`src/rtl/mult_div_unit.sv`:
```
// Iterative multiply/divide unit with HI/LO result registers.
// Shift-add multiply and restoring divide share one 2*WIDTH accumulator.
module mult_div_unit #(
  parameter int WIDTH = 32,
  parameter int ITERS = 32
) (
  input  logic             clock,
  input  logic             reset,
  input  logic             start,
  input  logic [1:0]       op,
  input  logic [WIDTH-1:0] rsData,
  input  logic [WIDTH-1:0] rtData,
  input  logic             cancel,
  input  logic             mthi,
  input  logic             mtlo,
  output logic             busy,
  output logic             done,
  output logic [WIDTH-1:0] hi,
  output logic [WIDTH-1:0] lo
);

  localparam int CW = (ITERS > 1) ? $clog2(ITERS) : 1;
  localparam logic [CW-1:0] LAST_ITER = CW'(ITERS - 1);

  typedef enum logic [1:0] {
    IDLE  = 2'd0,
    ITER  = 2'd1,
    FIXUP = 2'd2
  } state_t;

  state_t             state_reg;
  logic [CW-1:0]      cnt_reg;
  logic [2*WIDTH-1:0] acc_reg;
  logic [WIDTH-1:0]   opnd_reg;
  logic               is_div_reg;
  logic               sign_a_reg;
  logic               sign_b_reg;
  logic               div_zero_reg;
  logic               busy_reg;
  logic               done_reg;
  logic [WIDTH-1:0]   hi_reg;
  logic [WIDTH-1:0]   lo_reg;

  logic               op_signed;
  logic [WIDTH-1:0]   abs_rs;
  logic [WIDTH-1:0]   abs_rt;
  logic [WIDTH:0]     sum;
  logic [WIDTH:0]     diff;
  logic [2*WIDTH-1:0] prod_fix;
  logic [WIDTH-1:0]   quot_fix;
  logic [WIDTH-1:0]   rem_fix;

  assign op_signed = ~op[0];
  assign abs_rs    = (op_signed && rsData[WIDTH-1]) ? -rsData : rsData;
  assign abs_rt    = (op_signed && rtData[WIDTH-1]) ? -rtData : rtData;

  // Multiply adds into the upper half; divide trial-subtracts {rem, next dividend bit}.
  assign sum  = {1'b0, acc_reg[2*WIDTH-1:WIDTH]} + {1'b0, opnd_reg};
  assign diff = acc_reg[2*WIDTH-1:WIDTH-1] - {1'b0, opnd_reg};

  assign prod_fix = (sign_a_reg ^ sign_b_reg) ? -acc_reg : acc_reg;
  assign quot_fix = (sign_a_reg ^ sign_b_reg) ? -acc_reg[WIDTH-1:0] : acc_reg[WIDTH-1:0];
  assign rem_fix  = sign_a_reg ? -acc_reg[2*WIDTH-1:WIDTH] : acc_reg[2*WIDTH-1:WIDTH];

  always_ff @(posedge clock) begin
    if (reset) begin
      state_reg    <= IDLE;
      cnt_reg      <= '0;
      acc_reg      <= '0;
      opnd_reg     <= '0;
      is_div_reg   <= 1'b0;
      sign_a_reg   <= 1'b0;
      sign_b_reg   <= 1'b0;
      div_zero_reg <= 1'b0;
      busy_reg     <= 1'b0;
      done_reg     <= 1'b0;
      hi_reg       <= '0;
      lo_reg       <= '0;
    end else begin
      done_reg <= 1'b0;
      case (state_reg)
        IDLE: begin
          if (start && !cancel) begin
            state_reg    <= ITER;
            busy_reg     <= 1'b1;
            cnt_reg      <= '0;
            is_div_reg   <= op[1];
            sign_a_reg   <= op_signed & rsData[WIDTH-1];
            sign_b_reg   <= op_signed & rtData[WIDTH-1];
            div_zero_reg <= (rtData == '0);
            // Multiply: multiplier sits in the low half; divide: dividend does.
            acc_reg      <= {{WIDTH{1'b0}}, op[1] ? abs_rs : abs_rt};
            opnd_reg     <= op[1] ? abs_rt : abs_rs;
          end else if (!start) begin
            if (mthi) hi_reg <= rsData;
            if (mtlo) lo_reg <= rsData;
          end
        end
        ITER: begin
          if (cancel) begin
            state_reg <= IDLE;
            busy_reg  <= 1'b0;
          end else begin
            if (is_div_reg) begin
              if (!diff[WIDTH]) acc_reg <= {diff[WIDTH-1:0], acc_reg[WIDTH-2:0], 1'b1};
              else              acc_reg <= {acc_reg[2*WIDTH-2:0], 1'b0};
            end else if (acc_reg[0]) begin
              acc_reg <= {sum, acc_reg[WIDTH-1:1]};
            end else begin
              acc_reg <= {1'b0, acc_reg[2*WIDTH-1:1]};
            end
            cnt_reg <= cnt_reg + 1'b1;
            if (cnt_reg == LAST_ITER) state_reg <= FIXUP;
          end
        end
        FIXUP: begin
          state_reg <= IDLE;
          busy_reg  <= 1'b0;
          if (!cancel) begin
            done_reg <= 1'b1;
            if (is_div_reg) begin
              // A zero divisor leaves the dividend in the remainder; restoring its sign gives rsData back.
              hi_reg <= rem_fix;
              lo_reg <= div_zero_reg ? {WIDTH{1'b1}} : quot_fix;
            end else begin
              hi_reg <= prod_fix[2*WIDTH-1:WIDTH];
              lo_reg <= prod_fix[WIDTH-1:0];
            end
          end
        end
        default: begin
          state_reg <= IDLE;
          busy_reg  <= 1'b0;
        end
      endcase
    end
  end

  assign busy = busy_reg;
  assign done = done_reg;
  assign hi   = hi_reg;
  assign lo   = lo_reg;

endmodule
```
`config.mk`:
```
export PLATFORM = sky130hd
export DESIGN_NAME = mult_div_unit
export DESIGN_NICKNAME = d
export VERILOG_FILES = /design/src/rtl/mult_div_unit.sv
export SDC_FILE = /design/constraint.sdc
export NUM_CORES = 1
export LEC_CHECK = 0
export BUFFER_PORTS_ARGS = -buffer_cell sky130_fd_sc_hd__buf_4
export CAP_MARGIN = 20
export CORE_AREA = 4 4 201 281
export CTS_BUF_LIST = sky130_fd_sc_hd__clkbuf_8
export DETAILED_ROUTE_END_ITERATION = 10
export DIE_AREA = 0 0 205 285
export PLACE_DENSITY = 0.43
export SLEW_MARGIN = 25
export SYNTH_ARGS = -nofsm -noshare
export SYNTH_HDL_FRONTEND = slang
export SYNTH_SLANG_ARGS = --single-unit
```
`constraint.sdc`:
```
create_clock -name clock -period 8.05 [get_ports clock]
set_input_delay 0.4025 -clock clock [delete_from_list [all_inputs] [get_ports clock]]
set_output_delay 0.4025 -clock clock [all_outputs]
set_load 0.1 [all_outputs]
```
==> results of run 1 <==
[critical path: cells and delay by family, from the launching register on]
family                   cells  cell delay, ns
AO/OA/AOI/OAI                6            1.06
adder cells (fa/ha/maj)      1            0.48
multiplexers                 1            0.38
AND/OR/NAND/NOR              1            0.18
XOR/XNOR                     1            0.61
flip-flops                   1            0.56
buffers and inverters        2            0.62
[metrics by stage]
stage,instance area (um^2),cells
floorplan,14990,2064
global placement,16600,2796
detailed placement,16600,2796
CTS,16990,2828
global route,17020,2829
finish,17020,2829
[synthesized netlist by cell type (6+ instances only)]
library cell / number / area (um^2)
a211oi_1: 31 / 232.7
o41ai_1: 8 / 70.07
nor3_1: 59 / 295.3
o2111ai_1: 6 / 52.55
a21o_1: 41 / 307.8
o21bai_1: 10 / 75.07
and3_1: 13 / 81.33
o31ai_1: 17 / 127.6
xor2_1: 90 / 788.3
o21ai_1: 6 / 30.03
o21ai_0: 146 / 730.7
a22o_1: 8 / 70.07
nand2b_1: 18 / 112.6
clkbuf_1: 137 / 514.2
inv_1: 63 / 236.5
a31oi_1: 27 / 168.9
o221ai_1: 40 / 350.3
nand3b_1: 6 / 45.04
or3_1: 15 / 93.84
ha_1: 70 / 875.8
o21a_1: 8 / 60.06
nand3_1: 25 / 125.1
o211ai_1: 25 / 187.7
and2_1: 7 / 43.79
nand2_1: 258 / 968.4
nor2b_1: 11 / 68.82
dfxtp_1: 173 / 3463
a311oi_1: 15 / 131.4
nor4_1: 12 / 75.07
nor2_1: 189 / 709.4
a21oi_1: 235 / 1176
mux2_2: 8 / 90.09
or4_1: 10 / 75.07
mux2i_1: 75 / 750.7
buf_2: 10 / 50.05
nand4_1: 10 / 62.56
xnor2_1: 84 / 735.7
[per-layer routing]
metal / vias up / track usage, %
li1: 7508 / -
met3: 114 / 2.309
met4: 0 / 12.97
met5: - / 0
met2: 386 / 42.33
met1: 7543 / 24.96
[power by group through the flow]
stage               clock (uW)  combinational (uW)  sequential, uW
floorplan                    0                 472            1060
global placement             0                 860             974
finish                     679                 862             956
CTS                        696                 861             955
global route               721                 923             961
detailed placement           0                 857             975
[logic make-up after synthesis]
group                    count (synthesis)  share of synthesized area [%]
AND/OR/NAND/NOR                        665                          20.64
flip-flops                             173                          23.11
AO/OA/AOI/OAI                          677                          28.62
multiplexers                            83                          5.610
XOR/XNOR                               175                          10.28
adder cells (fa/ha/maj)                 72                          6.111
buffers and inverters                  219                          5.643
[area by class of cell]
cell class	count	area [um^2]
clock inverters	15	161.4
diodes	1	2.502
repair buffers	165	1239
multi-input cells	1672	10770
fillers	5925	36940
clock buffers	17	234.0
flip-flops and latches	173	3465
inverters	65	244.0
well taps	721	902.1
[worst paths after layout]
path | start | to | slack, ns | cells past startpoint
worst max-delay path | acc_reg[32]$_SDFFE_PP0P_ | acc_reg[47]$_SDFFE_PP0P_ | 4.03 | 12
worst min-delay path | rsData[16] | hi[16]$_SDFFE_PP0P_ | 0.18 | 3
worst max register to register | acc_reg[32]$_SDFFE_PP0P_ | acc_reg[47]$_SDFFE_PP0P_ | 4.03 | 12
worst min register to register | lo[27]$_SDFFE_PP0P_ | lo[27]$_SDFFE_PP0P_ | 0.46 | 2
==> summary.md, run 1 <==
| Metric | Value |
|---|---|
| Status | `complete, no violations` |
| Max Used Layer | `met4` |
| CTS max path bufs | `2` |
| Logic pwr share | `34.5%` |
| Peak supply drop | `0.1017 mV` |
| Routed wire length | `68410 um` |
| Period utilisation layout | `about half` |
| Final hold vios | `0` |
| Max reg flops | `64` |
| Clk_skew | `around 0.021 ns` |
| Total CTS buffers | `17` |
| Sw frac | `41.96%` |
| Area of the mapped netlist | `14990 um^2` |
| Avg WL per Cell | `24.18 um` |
| DP Worst Slack | `around 4.0 ns` |
| Seq pwr share | `between 30% and 40%` |
| Kind of end point of the critical path | `register` |
| Synth async-reset ratio | `0%` |
| Setup-failing EPs final | `0` |
| MaxCap Viol Count | `0` |
| Max stage delay on crit path | `around 0.61 ns` |
| First-pass GRT wire length | `approximately 100000 um` |
| Iter 0 DRT Violations | `about 1200` |
| Worst-path cell chain | `inv_1 -> fa_1 -> nand2b_1 -> a21o_1 -> a21o_1 -> a21oi_1 -> o31ai_4 -> xor2_4 -> buf_4 -> mux2_2 -> a21oi_1 -> o21ai_0` |
| Die Y | `about 290 um` |
| Setup ws final | `around 4 ns` |
| Hold/Removal Path Class | `input port to register` |
| CTS Sinks | `173` |
| Die area | `just under 60000 um^2` |
| Post-synth EDFFs | `0` |
| Grt ovf | `0` |
| Residual DRC | `0` |
| Core Area | `approximately 54000 um^2` |
| Syn Area/Cell | `approximately 7.3 um^2` |
| Pleak | `0.006796 uW` |
| Power per cell area | `146.7 nW/um^2` |
| Dpl hpwl | `between 50000 and 60000 um` |
| CTS clk-pin slew, worst paths | `about 0.11 ns` |
| Fin crit period | `between 4 and 5 ns` |
| Final #Nets | `2238` |
| First-pass DRT Iterations | `5` |
| Post-CTS setup buffer count | `0` |
| GP Congestion | `just under 0.9` |
| Net Count, Synth | `2208` |
| Sw Pwr | `1048 uW` |
| Worst-skew pair later-pin latency | `0.54 ns` |
| Distinct cells, synth | `79` |
| Vias/cell | `around 5.5` |
| CTS tree | `built` |
| Hold-fix buffers, CTS | `0` |
| Yosys warnings | `0` |
| Worst Path Required | `around 8.5 ns` |
| Worst setup SP type | `register` |
| RSZ-0062 raised after global routing | `false` |
| Pwr Total | `2497 uW` |
| Most frequent cells in the layout | `nand2_1 (257), a21oi_1 (235), nor2_1 (185)` |
| DR WL met3 | `between 2000 and 2500 um` |
| Largest net degree at the start of global routing | `74` |
| Worst-Margin Slew | `about 1.1 ns` |
| Antenna violations before repair | `2` |
| PortBufs | `between 100 and 150` |
| Gr usage total | `22.82%` |
| Die W | `205 um` |
| Post-synthesis sequential area ratio | `23.11%` |
| Top_reg_cell synth | `dfxtp_1` |
| Commonest non-fill, non-tap cell in the layout | `nand2_1` |
| Root Buffer | `clkbuf_8` |
| Internal power | `approximately 1400 uW` |
| M1 wire length | `approximately 26000 um` |
| Clock power share | `between 20% and 30%` |
| Share of cells above drive strength 1 | `11.87%` |
| Total negative setup slack | `0 ns` |
| Vias | `around 16000` |
| Vias in the first global route | `15470` |
| ANT nets after route | `0` |
| Max-slew violation count | `0` |
| Core Rows | `~100` |
| Metal2 WL | `36390 um` |
| Synthesized flop and latch total | `between 150 and 200` |
| Rel. slew slack | `between 20 and 30%` |
| CP max-delay cell | `xor2_4` |
| Cells after synthesis | `2064` |
| Max H-tree Level | `4` |
| Fmax achieved | `248.7 MHz` |
| Syn-to-layout area delta | `13.55%` |
| Io pins | `about 140` |
| Initial Util | `between 20 and 30%` |
| Max FO, Critical Path | `28` |
| Kind of critical path | `register to register` |
| Min Hold Slack | `approximately 0.18 ns` |
| CTS resizes | `0` |
| Post-layout util | `between 30% and 40%` |
| Crit path DAT | `roughly 4.4 ns` |
Note: power is estimated with default switching activity, not from simulation.
==> run 2, diff against run 1 <==
PLACE_DENSITY = 0.45   (was 0.43)
clock period = 3.6 ns   (was 8.05 ns; I/O delays follow)
==> run 2 against run 1 <==
Cell count increased by 2.3%. Utilization increased by 0.94 points. Global-route usage decreased by 0.45 points. Via count increased by 1.9%. Critical path depth decreased by 1. Maximum frequency increased by 17%. Flip-flop and latch count unchanged. Sequential power increased by 120%. Combinational power increased by 130%. Critical path type unchanged. Critical endpoint is now acc_reg[63]$_SDFFE_PP0P_.
==> summary.md, run 2 (synthesis gave the netlist of run 1 again) <==
| Metric | Value |
|---|---|
| Path depth of the worst reg2reg path | `11` |
| Grt ovf | `0` |
| Post-CTS setup buffer count | `0` |
| CTS Sinks | `around 170` |
| CP max-delay cell | `o31ai_1` |
| CTS max path bufs | `2` |
| Fmax achieved | `292.3 MHz` |
| Max stage delay on crit path | `around 0.46 ns` |
| Gr usage total | `22.37%` |
| Initial Util | `27.78%` |
| MaxCap Viol Count | `0` |
| Reg-to-Reg Start | `opnd_reg[1]$_SDFFE_PP0P_` |
| Hold_sp | `rsData[15]` |
| Most used cell, CP | `a21oi_1` |
| M2 GR Usage | `roughly two fifths` |
| GR Util met1 | `24.87%` |
| RSZ-0062 raised after global routing | `false` |
| Total CTS buffers | `17` |
| Routed wire length | `67300 um` |
| Met3 usage | `under 10%` |
| Crit path DAT | `3.86 ns` |
| Share of cells above drive strength 1 | `between 10% and 20%` |
| Io pins | `~140` |
| Worst Path Required | `just over 4 ns` |
| Max-slew violation count | `0` |
| Vias in the first global route | `15620` |
| Reg-to-reg setup timing slack | `approximately 0.18 ns` |
| CP top delay family | `compound AO/OA/AOI/OAI gates` |
| CTS clk-pin slew, worst paths | `0.11 ns` |
| Hold depth | `3` |
| Rel. slew slack | `between 30 and 40%` |
| Commonest non-fill, non-tap cell in the layout | `nand2_1` |
| Worst-Margin Slew | `0.9935 ns` |
| Die Y | `between 200 and 300 um` |
| Vias | `between 15000 and 20000` |
| Residual DRC | `0` |
| Kind of end point of the critical path | `register` |
| Core Rows | `a little over 100` |
| Iter 0 DRT Violations | `between 1000 and 1500` |
| Max H-tree Level | `4` |
| ANT nets after route | `0` |
| Root Buffer | `clkbuf_8` |
| Dpl hpwl | `roughly 54000 um` |
| Clk_skew | `just under 0.02 ns` |
| Status | `complete, no violations` |
| Peak supply drop | `0.2618 mV` |
| Worst-skew pair later-pin latency | `roughly 0.54 ns` |
| Max reg flops | `64` |
| Total negative setup slack | `0 ns` |
| Final hold vios | `0` |
| Most frequent cells in the layout | `nand2_1 (258), a21oi_1 (235), buf_4 (221)` |
| Hold/Removal Path Class | `input port to register` |
| Syn-to-layout area delta | `16.93%` |
| CP bufs+invs | `1` |
| PortBufs | `around 140` |
| First-pass GRT wire length | `~100000 um` |
| Final #Nets | `between 2000 and 2500` |
| CP Depth | `11` |
| Power per cell area | `about 320 nW/um^2` |
| Filler cells | `slightly below 6000` |
| First-pass DRT Iterations | `8` |
| Kind of critical path | `register to register` |
| Fin crit period | `between 3 and 4 ns` |
| Worst setup SP type | `register` |
| Gr busiest metal | `met2` |
| Core Area | `53960 um^2` |
| Largest net degree at the start of global routing | `66` |
| Avg WL per Cell | `about 23 um` |
| Cell area after layout | `~18000 um^2` |
| Placed Area | `about 17000 um^2` |
| Antenna violations before repair | `1` |
| Pleak | `a little over 0.007 uW` |
| Period utilisation layout | `roughly 95%` |
| R2r endpoint | `acc_reg[63]$_SDFFE_PP0P_` |
| Worst-path cell chain | `inv_1 -> ha_1 -> nor2b_1 -> o2111ai_1 -> a21oi_1 -> o31ai_1 -> a21oi_1 -> or2_2 -> a211oi_1 -> xnor2_1 -> o311a_1` |
| Vias/cell | `roughly 5.5` |
| CTS tree | `built` |
| Setup-failing EPs final | `0` |
| Die W | `just over 200 um` |
| End of the worst hold path | `hi[15]$_SDFFE_PP0P_` |
| GP Congestion | `approximately 0.92` |
| Die area | `between 50000 and 60000 um^2` |
| Max FO, Critical Path | `4` |
run 2: cell count changes in the layout (fill, tap and decap cells not counted), sizes merged:
cell,before,now
buf,165,222
bufinv,2,1
clkbuf,17,18
clkinv,5,7
dlygate4sd3,0,9
inv,72,70
run 2: report_power, final:
group / total, uW / internal [uW] / switching, uW
clock: 1530 / 595 / 936
combinational: 1960 / 642 / 1320
sequential: 2140 / 2010 / 131
run 2: through the flow:
step                      util, %  setup WS [ns]  total power, uW  instances  hold slack, ns
after detailed placement    31.55         0.1063             4119       2853          0.4423
after global routing        32.48        0.01457             5857       2895         0.05215
after global placement      31.55        0.04008             4117       2853          0.4404
after CTS                   32.46        0.08286             5649       2894        0.002844
final                       32.48         0.1785             5629       2895         0.03133
after floorplan                 -         0.5461             3430       2064          0.3394
run 2: worst max path at each step:
stage	slack, ns	startpoint	to
floorplan	0.55	acc_reg[32]$_SDFFE_PP0P_	acc_reg[41]$_SDFFE_PP0P_
global placement	0.04	acc_reg[32]$_SDFFE_PP0P_	acc_reg[63]$_SDFFE_PP0P_
detailed placement	0.11	opnd_reg[0]$_SDFFE_PP0P_	acc_reg[63]$_SDFFE_PP0P_
CTS	0.08	opnd_reg[0]$_SDFFE_PP0P_	acc_reg[63]$_SDFFE_PP0P_
global route	0.01	opnd_reg[0]$_SDFFE_PP0P_	acc_reg[63]$_SDFFE_PP0P_
finish	0.18	opnd_reg[1]$_SDFFE_PP0P_	acc_reg[63]$_SDFFE_PP0P_
run 2: metal layers:
metal	vias to the layer above	share of wire, %
li1	7623	-
met1	7662	38
met2	431	51
met3	134	3.4
met4	0	6.9
met5	-	0
run 2: repair_timing:
action,CTS,global route
hold endpoints to repair,10,0
gates resized for setup,0,1
hold buffers,9,0
setup endpoints to repair,0,1
run 2: worst register-to-register path: stages (launching register included):
cell and delay [ns]:
dfxtp_1 0.43, inv_1 0.11, ha_1 0.28, nor2b_1 0.16, o2111ai_1 0.31, a21oi_1 0.18, o31ai_1 0.46, a21oi_1 0.29
or2_2 0.38, a211oi_1 0.29, xnor2_1 0.11, o311a_1 0.33
run 2: final cells by class:
| cell class | instances | area, um^2 | area share, % |
|---|---|---|---|
| antenna | 1 | 2.502 | 0.01428 |
| multi-input combinational | 1672 | 10740 | 61.30 |
| timing repair buffer | 231 | 1769 | 10.09 |
| sequential | 173 | 3465 | 19.77 |
| tap | 721 | 902.1 | 5.147 |
| inverter | 65 | 244.0 | 1.392 |
| clock inverter | 14 | 152.6 | 0.8710 |
| clock buffer | 18 | 247.7 | 1.414 |
